[src/rtl/input_debouncer_pkg.sv]
// Shared constants for the input debouncer slice.
package input_debouncer_pkg;

  // 10 ms stable time at a 100 MHz system clock.
  localparam int unsigned DEBOUNCE_CYCLES_DEFAULT = 1000000;

  // Short stable time used for simulation builds.
  localparam int unsigned DEBOUNCE_CYCLES_SIM = 8;

endpackage

[src/rtl/input_debouncer_debounce_bit.sv]
// Single-bit debouncer: polarity correction, two-flop synchronizer,
// stable-time qualification counter and registered edge pulses.
module debounce_bit
  import input_debouncer_pkg::*;
#(
  parameter int unsigned DEBOUNCE_CYCLES = DEBOUNCE_CYCLES_DEFAULT,
  parameter bit          ACTIVE_LOW      = 1'b1
) (
  input  logic clk,
  input  logic reset_n,
  input  logic in_raw,
  output logic level,
  output logic rise,
  output logic fall
);

  localparam int unsigned      CNT_W   = $clog2(DEBOUNCE_CYCLES);
  localparam logic [CNT_W-1:0] CNT_MAX = CNT_W'(DEBOUNCE_CYCLES - 1);

  // Per-bit qualification states; the state is implied by sync2 vs stable.
  localparam logic [0:0] IDLE    = 1'b0;
  localparam logic [0:0] QUALIFY = 1'b1;

  logic             in_pol;
  logic             sync1;
  logic             sync2;
  logic             stable;
  logic [CNT_W-1:0] count;
  logic [0:0]       state;

  assign in_pol = ACTIVE_LOW ? ~in_raw : in_raw;
  assign state  = (sync2 != stable) ? QUALIFY : IDLE;
  assign level  = stable;

  // Two-flop synchronizer for the asynchronous board pin.
  always_ff @(posedge clk) begin
    if (!reset_n) begin
      sync1 <= 1'b0;
      sync2 <= 1'b0;
    end else begin
      sync1 <= in_pol;
      sync2 <= sync1;
    end
  end

  // Qualify a changed input for DEBOUNCE_CYCLES edges before accepting it.
  // The pulses are loaded on the same edge as stable, so they line up with
  // the first cycle in which level shows the new value.
  always_ff @(posedge clk) begin
    if (!reset_n) begin
      stable <= 1'b0;
      count  <= '0;
      rise   <= 1'b0;
      fall   <= 1'b0;
    end else begin
      rise <= 1'b0;
      fall <= 1'b0;
      if (state == QUALIFY) begin
        if (count == CNT_MAX) begin
          stable <= sync2;
          count  <= '0;
          rise   <= sync2;
          fall   <= ~sync2;
        end else begin
          count <= count + 1'b1;
        end
      end else begin
        count <= '0;
      end
    end
  end

endmodule

[src/rtl/input_debouncer.sv]
// Multi-bit input debouncer for board keys and switches, with a sticky
// per-bit edge capture register.
module input_debouncer
  import input_debouncer_pkg::*;
#(
  parameter int unsigned WIDTH           = 4,
  parameter int unsigned DEBOUNCE_CYCLES = DEBOUNCE_CYCLES_DEFAULT,
  parameter bit          ACTIVE_LOW      = 1'b1
) (
  input  logic             clk,
  input  logic             reset_n,
  input  logic [WIDTH-1:0] in_raw,
  input  logic [WIDTH-1:0] edge_clear,
  output logic [WIDTH-1:0] level,
  output logic [WIDTH-1:0] rise,
  output logic [WIDTH-1:0] fall,
  output logic [WIDTH-1:0] edge_capture
);

  for (genvar i = 0; i < WIDTH; i++) begin : g_bit
    debounce_bit #(
      .DEBOUNCE_CYCLES(DEBOUNCE_CYCLES),
      .ACTIVE_LOW     (ACTIVE_LOW)
    ) u_bit (
      .clk    (clk),
      .reset_n(reset_n),
      .in_raw (in_raw[i]),
      .level  (level[i]),
      .rise   (rise[i]),
      .fall   (fall[i])
    );
  end

  // Sticky rise flags; a rise arriving with its clear keeps the flag set.
  always_ff @(posedge clk) begin
    if (!reset_n) begin
      edge_capture <= '0;
    end else begin
      edge_capture <= (edge_capture & ~edge_clear) | rise;
    end
  end

endmodule

[config.mk]
export PLATFORM = sky130hd
export DESIGN_NAME = input_debouncer
export DESIGN_NICKNAME = d
export VERILOG_FILES = /design/src/rtl/input_debouncer_pkg.sv /design/src/rtl/input_debouncer_debounce_bit.sv /design/src/rtl/input_debouncer.sv
export SDC_FILE = /design/constraint.sdc
export NUM_CORES = 1
export LEC_CHECK = 0
export BUFFER_PORTS_ARGS = -buffer_cell sky130_fd_sc_hd__buf_2
export CAP_MARGIN = 30
export CORE_MARGIN = 2
export CORE_UTILIZATION = 65
export CTS_CLUSTER_SIZE = 8
export DETAILED_ROUTE_END_ITERATION = 16
export PLACE_DENSITY = 0.84
export SLEW_MARGIN = 20
export SYNTH_ARGS = -nofsm -noshare
export SYNTH_HDL_FRONTEND = slang
export SYNTH_SLANG_ARGS = --single-unit
[constraint.sdc]
create_clock -name clk -period 3.3 [get_ports clk]
set_clock_uncertainty 0.15 [all_clocks]
set_input_delay 0 -clock clk [delete_from_list [all_inputs] [get_ports clk]]
set_output_delay 0 -clock clk [all_outputs]
set_load 0.03 [all_outputs]
# Word-level counts from Yosys, hierarchy flattened
# Cells that the tools add are included.
# Widths: inputs -> output; s select.
dict set report word_totals {
  in_bits 10
  elab_cells 69
  regBits 104
  output_inout_bits 16
}
dict set report classes {
  reduce_logical 12
  add_sub_neg 4
  n_mux 4
  bitwise 16
  n_eq_ne 8
}
# cell count
set op_table {}
lappend op_table {{$add 20x1->20 const B} 4}
lappend op_table {{$eq 20x20->1 const B} 4}
lappend op_table {{$not 1->1} 13}
lappend op_table {{$reduce_and 3->1} 4}
lappend op_table {{$reduce_or 3->1} 4}
lappend op_table {{$reduce_and 2->1} 4}
lappend op_table {{$and 4x4->4} 1}
lappend op_table {{$mux 1} 4}
lappend op_table {{$ne 1x1->1} 4}
lappend op_table {{$not 4->4} 1}
lappend op_table {{$or 4x4->4} 1}

# Depth between registers and ports, before layout
# Gate-level depths: netlist of run 1.
dict set report logic_depth {
  ltp_word 4
  ltp_mapped 6
  mapped_depth_nobuf 5
}

# Hierarchy
# Synthesis of run 1 repeated with hierarchy kept, for this count alone.
dict set report hier_totals {
  hier_cells 512
  area_unflattened_um2 4734.5
}
# module seq_area_each_um2 cells_per_inst n_inst area_per_inst_um2
set modules_own_cells {}
lappend modules_own_cells {debounce_bit 500.5 125 4 1142.3}
lappend modules_own_cells {input_debouncer 80.1 12 1 165.2}

# Worst setup path after synthesis of run 1
# No wires, ideal clock.
dict set report synth_path {
  path_type {flip-flop to flip-flop}
  from {register g_bit[0].u_bit.count[12]}
  to {register g_bit[0].u_bit.count[19]}
  path_buffers 1
  setup_time_ps 115
  slack_ps 1184
  arrival_time_ps 1851
  synth_period_minus_slack_ps 2116
  t_required_ps 3035
  path_stages_with_launch 6
  cell_sequence {dfxtp_1 -> or4b_1 -> or4_4 -> o221ai_2 -> buf_6 -> o21ba_1}
}
dict set report synth_between {
  elab_chain_len 2
  word_cells_on_any_way 3
  cone_classes {add/sub (1); eq/ne (1); reduce/logical (1)}
}
# item line
set synth_rtl {}
lappend synth_rtl {{start, declared} input_debouncer_debounce_bit.sv:28} ;# logic [CNT_W-1:0] count;
lappend synth_rtl {{start signal, assigned} input_debouncer_debounce_bit.sv:65} ;# count <= count + 1'b1;
lappend synth_rtl {{parallel branches: the longest is 2 deep, another holds $add 20x1->20} n/a}
# Parallel ways; which one is timed is not known.
# A chain may end at the register's enable or synchronous reset.

# Worst setup path after layout of run 1
# Ends and elaborated chain as after synthesis.

==> results of run 1 <==
==> cell families (layout without fill, tap and decap cells) <==
group,Yosys count,count (layout)
compound gates,66,66
xor+xnor,49,49
fa+ha+maj,4,4
buf+inv,52,77
flops,104,104
simple gates,247,247
==> cells in the final DEF (no fill, tap or decap), types with 3 or more instances in the layout <==
| master | count |
|---|---|
| xor2_1 | 22 |
| nand4_1 | 18 |
| nand2_1 | 29 |
| nand3_1 | 30 |
| nor2_1 | 69 |
| ha_1 | 4 |
| buf_2 | 25 |
| dfxtp_1 | 104 |
| dlygate4sd3_1 | 9 |
| or4_1 | 13 |
| or2_2 | 5 |
| buf_4 | 5 |
| and4_1 | 5 |
| nor3_1 | 16 |
| and3_1 | 10 |
| nor4b_1 | 6 |
| clkbuf_8 | 10 |
| o31ai_1 | 7 |
| o21ai_0 | 20 |
| nor2b_1 | 3 |
| xnor2_1 | 27 |
| inv_1 | 22 |
| and2_1 | 7 |
| a21oi_1 | 32 |
| nor4_1 | 9 |
| or3_1 | 20 |
==> stage by stage <==
stage / instance area, um2 / setup slack [ns] / cells / hold slack [ns]
after floorplan: 4498 / 1.184 / 522 / -0.08331
after global placement: 4592 / 0.8241 / 602 / 0.005774
after detailed placement: 4592 / 0.7559 / 602 / 0.008195
after CTS: 4863 / 0.7444 / 627 / 0.1649
after global routing: 4863 / 0.6679 / 627 / 0.1658
final: 4863 / 0.7578 / 627 / 0.1612
==> state kept, by name (all words and copies together) (netlist names) <==
signal and flops:
g_bit.u_bit.rise 4, g_bit.u_bit.sync2 4, g_bit.u_bit.count 80, g_bit.u_bit.level 4, g_bit.u_bit.fall 4, edge_capture 4, g_bit.u_bit.sync1 4
==> critical path, stage by stage, from the launching register on <==
cell and delay, ns:
dfxtp_1 0.37, or4b_1 0.53, or4_4 0.55, o221ai_2 0.42
buf_4 0.27, o21ba_1 0.15
==> where the power goes <==
| group | leakage, uW | internal, uW | switching, uW | total (uW) |
|---|---|---|---|---|
| sequential | 0.000839 | 1260 | 3.74 | 1260 |
| combinational | 0.000646 | 17.3 | 20.8 | 38.1 |
| clock | 0.0000926 | 298 | 428 | 726 |
==> worst max-delay path by stage <==
stage | end | depth (start not counted) | slack [ns]
after CTS | g_bit[0].u_bit.count[19]$_SDFF_PP0_ | 5 | 0.74
after global routing | g_bit[0].u_bit.count[19]$_SDFF_PP0_ | 5 | 0.67
after floorplan | g_bit[0].u_bit.count[19]$_SDFF_PP0_ | 5 | 1.18
final | g_bit[0].u_bit.count[19]$_SDFF_PP0_ | 5 | 0.76
after detailed placement | g_bit[0].u_bit.count[19]$_SDFF_PP0_ | 5 | 0.76
after global placement | g_bit[0].u_bit.count[19]$_SDFF_PP0_ | 5 | 0.82
==> layer usage <==
layer	wire length, um	global-route usage, %	vias up
met4	117	7.692	0
met1	3727	27.00	1719
met3	350	5.592	12
met5	0	0	-
met2	4082	41.98	66
li1	-	-	1850
==> area by class of cell <==
| type | instances | area, um2 | area share (%) |
|---|---|---|---|
| Clock buffer | 10 | 137.6 | 2.830 |
| Timing Repair Buffer | 39 | 252.7 | 5.197 |
| Clock inverter | 6 | 43.79 | 0.9004 |
| Tap cell | 80 | 100.1 | 2.058 |
| Inverter | 22 | 82.58 | 1.698 |
| Multi-Input combinational cell | 366 | 2165 | 44.51 |
| Sequential cell | 104 | 2082 | 42.81 |
==> flow_metrics.py, run 1 <==
metrics = {
    "yosys": {
        "synth_edf_count": 0,
        "synth_async_sr_flop_share_pct": 0,
        "syn_avg_cell_area_um2": 8.617,
        "yosysTopAreaCellShare_pct": 46.29,
        "synth_common_cells": "dfxtp_1, nor2_1, a21oi_1",
        "synth_top_area_cell": "dfxtp_1",
        "synth_mux_area_share_pct": 0,
        "synth-simple-area-share_pct": 29.04,
        "yosys_warnings": 0,
        "ys_ff_latch": 104,
        "synth-adder-area-share_pct": 1.113,
        "synth_compound_area_share_pct": 8.428,
        "syn-instance-count": 522,
        "yosys.cell_types.count": 36,
        "synth_flop_cell": "dfxtp_1",
        "synthXorXnorAreaFrac_pct": 9.541,
        "netlist_area_um2": 4498,
        "synthTopCellsByArea": "dfxtp_1, nor2_1, xnor2_1, xor2_1, a21oi_1",
        "synth.most_common_cell": "dfxtp_1",
        "yosysSeqAreaShare_pct": 46.29,
        "synth_fp_nets": 536,
        "synth_top_family_by_area": "simple AND/OR/NAND/NOR gates",
    },
    "clocking": {
        "cts_tree": "yes",
        "cts_buffers": 9,
        "clockRootBuffer": "clkbuf_8",
        "cts_hold_buf": 9,
        "cts_setup_buffers": 0,
        "clockBufferDepth": 2,
        "clk_pin_slew_worst_paths_ns": 0.09,
        "cts.repair.resized": 0,
        "clock_sinks": 104,
        "htree_num_levels": 3,
        "insertion_delay_ns": 0.36,
    },
    "final_layout": {
        "n_antenna_cell": 0,
        "fillCellCount": 540,
        "area_growth_pct": 8.122,
        "finalCoreUtilization_pct": 71.98,
        "drive_gt1_share_pct": 9.872,
        "nets": 556,
    },
    "worst_hold_path": {
        "holdCritStartpoint": "in_raw[0]",
        "min_path_type": "input pin to flop",
        "min_path_cells": 3,
        "min_to": "g_bit[0].u_bit.sync1$_SDFF_PN0_",
    },
    "setup_path": {
        "cp.arrival_ns": 2.66,
        "critPathCaptureType": "flop",
        "r2r_end": "g_bit[0].u_bit.count[19]$_SDFF_PP0_",
        "reg2reg_slack_ns": 0.76,
        "crit_start": "g_bit[0].u_bit.count[12]$_SDFF_PP0_",
        "crit_required_ns": 3.41,
        "critPathLaunchType": "flop",
        "r2r_cells": 5,
        "cp_max_fo": 12,
        "worst-setup-path-type": "flop to flop",
        "r2r_start": "g_bit[0].u_bit.count[12]$_SDFF_PP0_",
    },
    "timing": {
        "relSlewSlack_pct": 68.22,
        "hold_violations": 0,
        "fmax_mhz": 393.4,
        "finalSetupTns_ns": 0,
        "fin_crit_ns": 2.542,
        "finalCritPeriodShare_pct": 77.04,
        "finalMaxSlewViolations": 0,
        "rsz0062_at_grt": "false",
        "worst_pin_slew_ns": 0.4761,
        "setup_violations": 0,
    },
    "global_route": {
        "grtUsageTotal_pct": 23.28,
        "grt_pass1_vias": 3405,
        "grt_pass1_wl_um": 14230,
        "grt_start_max_net_pins": 21,
        "antenna_found_initial": 0,
        "grt-ovfl-total": 0,
    },
    "placed_design": {
        "io_buffers": 25,
        "dp.final_hpwl_um": 5790,
        "place.gp.congestion": 0.8395,
    },
    "die": {
        "chipHeight_um": 87.19,
        "ioPinCount": 26,
        "initial_core_util_pct": 66.57,
        "die_w_um": 87.19,
        "coreArea_um2": 6756,
        "fp-row-count": 30,
        "die_area_um2": 7601,
    },
    "detailed_routing": {
        "drt-total-wl_um": 8277,
        "viasPerCell": 5.817,
        "drt_iter0_drc": 150,
        "ant_nets": 0,
        "drc": 0,
        "vias": 3647,
        "routedWlPerCell_um": 13.20,
        "first_pass_iters": 4,
    },
    "power_and_ir_drop": {
        "p_leak_uw": 0.001578,
        "finalPower_uw": 2028,
        "power.density_nw_per_um2": 416.9,
        "ir_worst_vdd_mv": 0.2316,
    },
    "run_status": {
        "status": "complete, no violations",
    },
    "run": {
        "maxCapViolations": 0,
    },
}
(Power assumes the default switching activity.)
==> run 2: changes to the inputs <==
CORE_UTILIZATION = 54   (was 65)
PLACE_DENSITY = 0.75   (was 0.84)
clock period = 2.17 ns   (was 3.3 ns; I/O delays follow)
==> run 2 against run 1 <==
  * Worst hold slack better by 0.0098 ns
  * Fmax increased by 20%
  * Worst setup slack got worse by 0.70 ns
  * Combinational power up 60%
  * Die area is 19% higher
  * Critical path type unchanged
  * Critical endpoint is now g_bit[0].u_bit.count[12]$_SDFF_PP0_
  * Sequential power grew 52%
  * Clock power up 61%
  * First-iteration DRC count down 42%
  * Clock-buffer cell count up 1
  * Cell count rose by 7.2%
==> flow_metrics.py, run 2 (same netlist as run 1, synthesis figures left out) <==
metrics = {
    "final_layout": {
        "drive_gt1_share_pct": 13.23,
        "area_growth_pct": 12.85,
        "fin_cells": 672,
        "nets": 576,
        "regMostFlops": "g_bit.u_bit.count",
        "final_common_cell": "dfxtp_1",
        "n_antenna_cell": 0,
        "largest_reg_flops": 80,
        "fillCellCount": 688,
        "final_cell_mix": "dfxtp_1, nor2_1, a21oi_1, nand3_1, nand2_1",
    },
    "setup_path": {
        "critical_path.top_delay_family": "simple AND/OR/NAND/NOR gates",
        "critPathMaxStageDelay_ns": 0.56,
        "critPathLaunchType": "flop",
        "cpMaxStageDelayCell": "or4_4",
        "crit_required_ns": 2.27,
        "worst-path-buf-inv": 1,
        "cp.arrival_ns": 2.22,
        "cp_cell_sequence": "or4b_1 > or4_4 > o221ai_4 > buf_4 > nor2_1",
        "cp_max_fo": 8,
        "critPathCaptureType": "flop",
        "worst-setup-path-type": "flop to flop",
    },
    "timing": {
        "finalSetupTns_ns": 0,
        "relSlewSlack_pct": 65.83,
        "setup_violations": 0,
        "fin_crit_ns": 2.113,
        "fmax_mhz": 473.2,
        "hold_violations": 0,
        "finalMaxSlewViolations": 0,
        "finalCritPeriodShare_pct": 97.39,
        "rsz0062_at_grt": "true",
        "worst_pin_slew_ns": 0.5120,
    },
    "die": {
        "die_area_um2": 9075,
        "die_w_um": 95.27,
        "fp-row-count": 33,
        "ioPinCount": 26,
        "chipHeight_um": 95.27,
        "initial_core_util_pct": 55.30,
        "coreArea_um2": 8134,
    },
    "placed_design": {
        "io_buffers": 25,
        "dp.final_hpwl_um": 6026,
        "place.gp.congestion": 0.8204,
        "placed_cells": 647,
    },
    "global_route": {
        "grt_pass1_vias": 3404,
        "antenna_found_initial": 0,
        "grt_start_max_net_pins": 21,
        "grtUsageTotal_pct": 19.47,
        "grt-ovfl-total": 0,
        "grt_pass1_wl_um": 14210,
    },
    "detailed_routing": {
        "routedWlPerCell_um": 12.79,
        "viasPerCell": 5.542,
        "first_pass_iters": 5,
        "drc": 0,
        "vias": 3724,
        "ant_nets": 0,
        "drt_iter0_drc": 87,
        "drt-total-wl_um": 8594,
    },
    "worst_hold_path": {
        "min_path_type": "input pin to flop",
    },
    "power_and_ir_drop": {
        "p_sw_uw": 669.7,
        "seqPwrFrac_pct": 61.0,
        "ir_worst_vdd_mv": 0.3443,
        "sw_frac_of_total_pct": 21.26,
        "power.share.clock_pct": 37.1,
        "power.density_nw_per_um2": 620.5,
        "p_leak_uw": 0.001691,
        "p_int_uw": 2480,
        "comb_power_share_pct": 1.9,
    },
    "run": {
        "maxCapViolations": 0,
    },
    "clocking": {
        "cts_tree": "yes",
        "clockRootBuffer": "clkbuf_8",
        "cts_setup_buffers": 0,
        "htree_num_levels": 3,
        "clk_pin_slew_worst_paths_ns": 0.10,
        "cts_buffers": 9,
        "clock_sinks": 104,
        "insertion_delay_ns": 0.35,
        "clockBufferDepth": 2,
    },
    "run_status": {
        "status": "complete, no violations",
    },
}
[run 2: tightest hold or removal path, stage by stage]
cell and delay [ns]:
dlygate4sd3_1 0.52, buf_2 0.09, nor2_1 0.03
[run 2: metal layers]
metal  track usage [%]  vias to the layer above  share of wire [%]
met2             34.39                       70                 49
met3             3.162                       13                3.5
met5                 0                        -                  0
met1             23.31                     1748                 46
met4             8.333                        0                1.7
li1                  -                     1893                  -
[run 2: path summary, 6_finish.rpt]
| check | startpoint | end | slack (ns) | cells after the start |
|---|---|---|---|---|
| setup / recovery | g_bit[0].u_bit.count[12]$_SDFF_PP0_ | g_bit[0].u_bit.count[12]$_SDFF_PP0_ | 0.06 | 5 |
| hold reg to reg | g_bit[1].u_bit.sync1$_SDFF_PN0_ | g_bit[1].u_bit.sync2$_SDFF_PN0_ | 0.29 | 1 |
| hold / removal | in_raw[2] | g_bit[2].u_bit.sync1$_SDFF_PN0_ | 0.17 | 3 |
| setup reg to reg | g_bit[0].u_bit.count[12]$_SDFF_PP0_ | g_bit[0].u_bit.count[12]$_SDFF_PP0_ | 0.06 | 5 |
[run 2: power by group through the flow]
stage	Combinational (uW)	Sequential (uW)	Clock [uW]
global placement	46.7	1970	0
global route	69.2	1920	1260
finish	61.0	1920	1170
CTS	60.5	1920	1190
floorplan	27.0	1960	0
detailed placement	47.8	1970	0
[run 2: cell type report]
cell class	count	area, um2	area share [%]
well taps	105	131.4	2.588
clock buffers	11	131.4	2.588
flip-flops and latches	104	2083	41.04
clock inverters	5	57.56	1.134
multi-input cells	366	2183	43.01
inverters	22	82.58	1.627
repair buffers	59	406.6	8.011
[run 2: what timing repair did]
| item | 4_1_cts | 5_1_grt |
|---|---|---|
| setup endpoints to repair | 0 | 19 |
| resized for setup | 0 | 5 |
| hold endpoints to repair | 20 | 0 |
| hold buffers | 9 | 0 |
[run 2: stage by stage]
step,hold slack [ns],cell area [um2],power (uW),setup slack [ns],util [%]
after floorplan,-0.08331,4498,1992,0.05390,-
after global placement,0.008578,4773,2012,0.08544,58.68
after detailed placement,0.009965,4773,2014,0.03759,58.68
after CTS,0.1631,5052,3175,0.01324,62.11
after global routing,0.1976,5076,3250,-0.01780,62.41
final,0.1710,5076,3150,0.05668,62.41
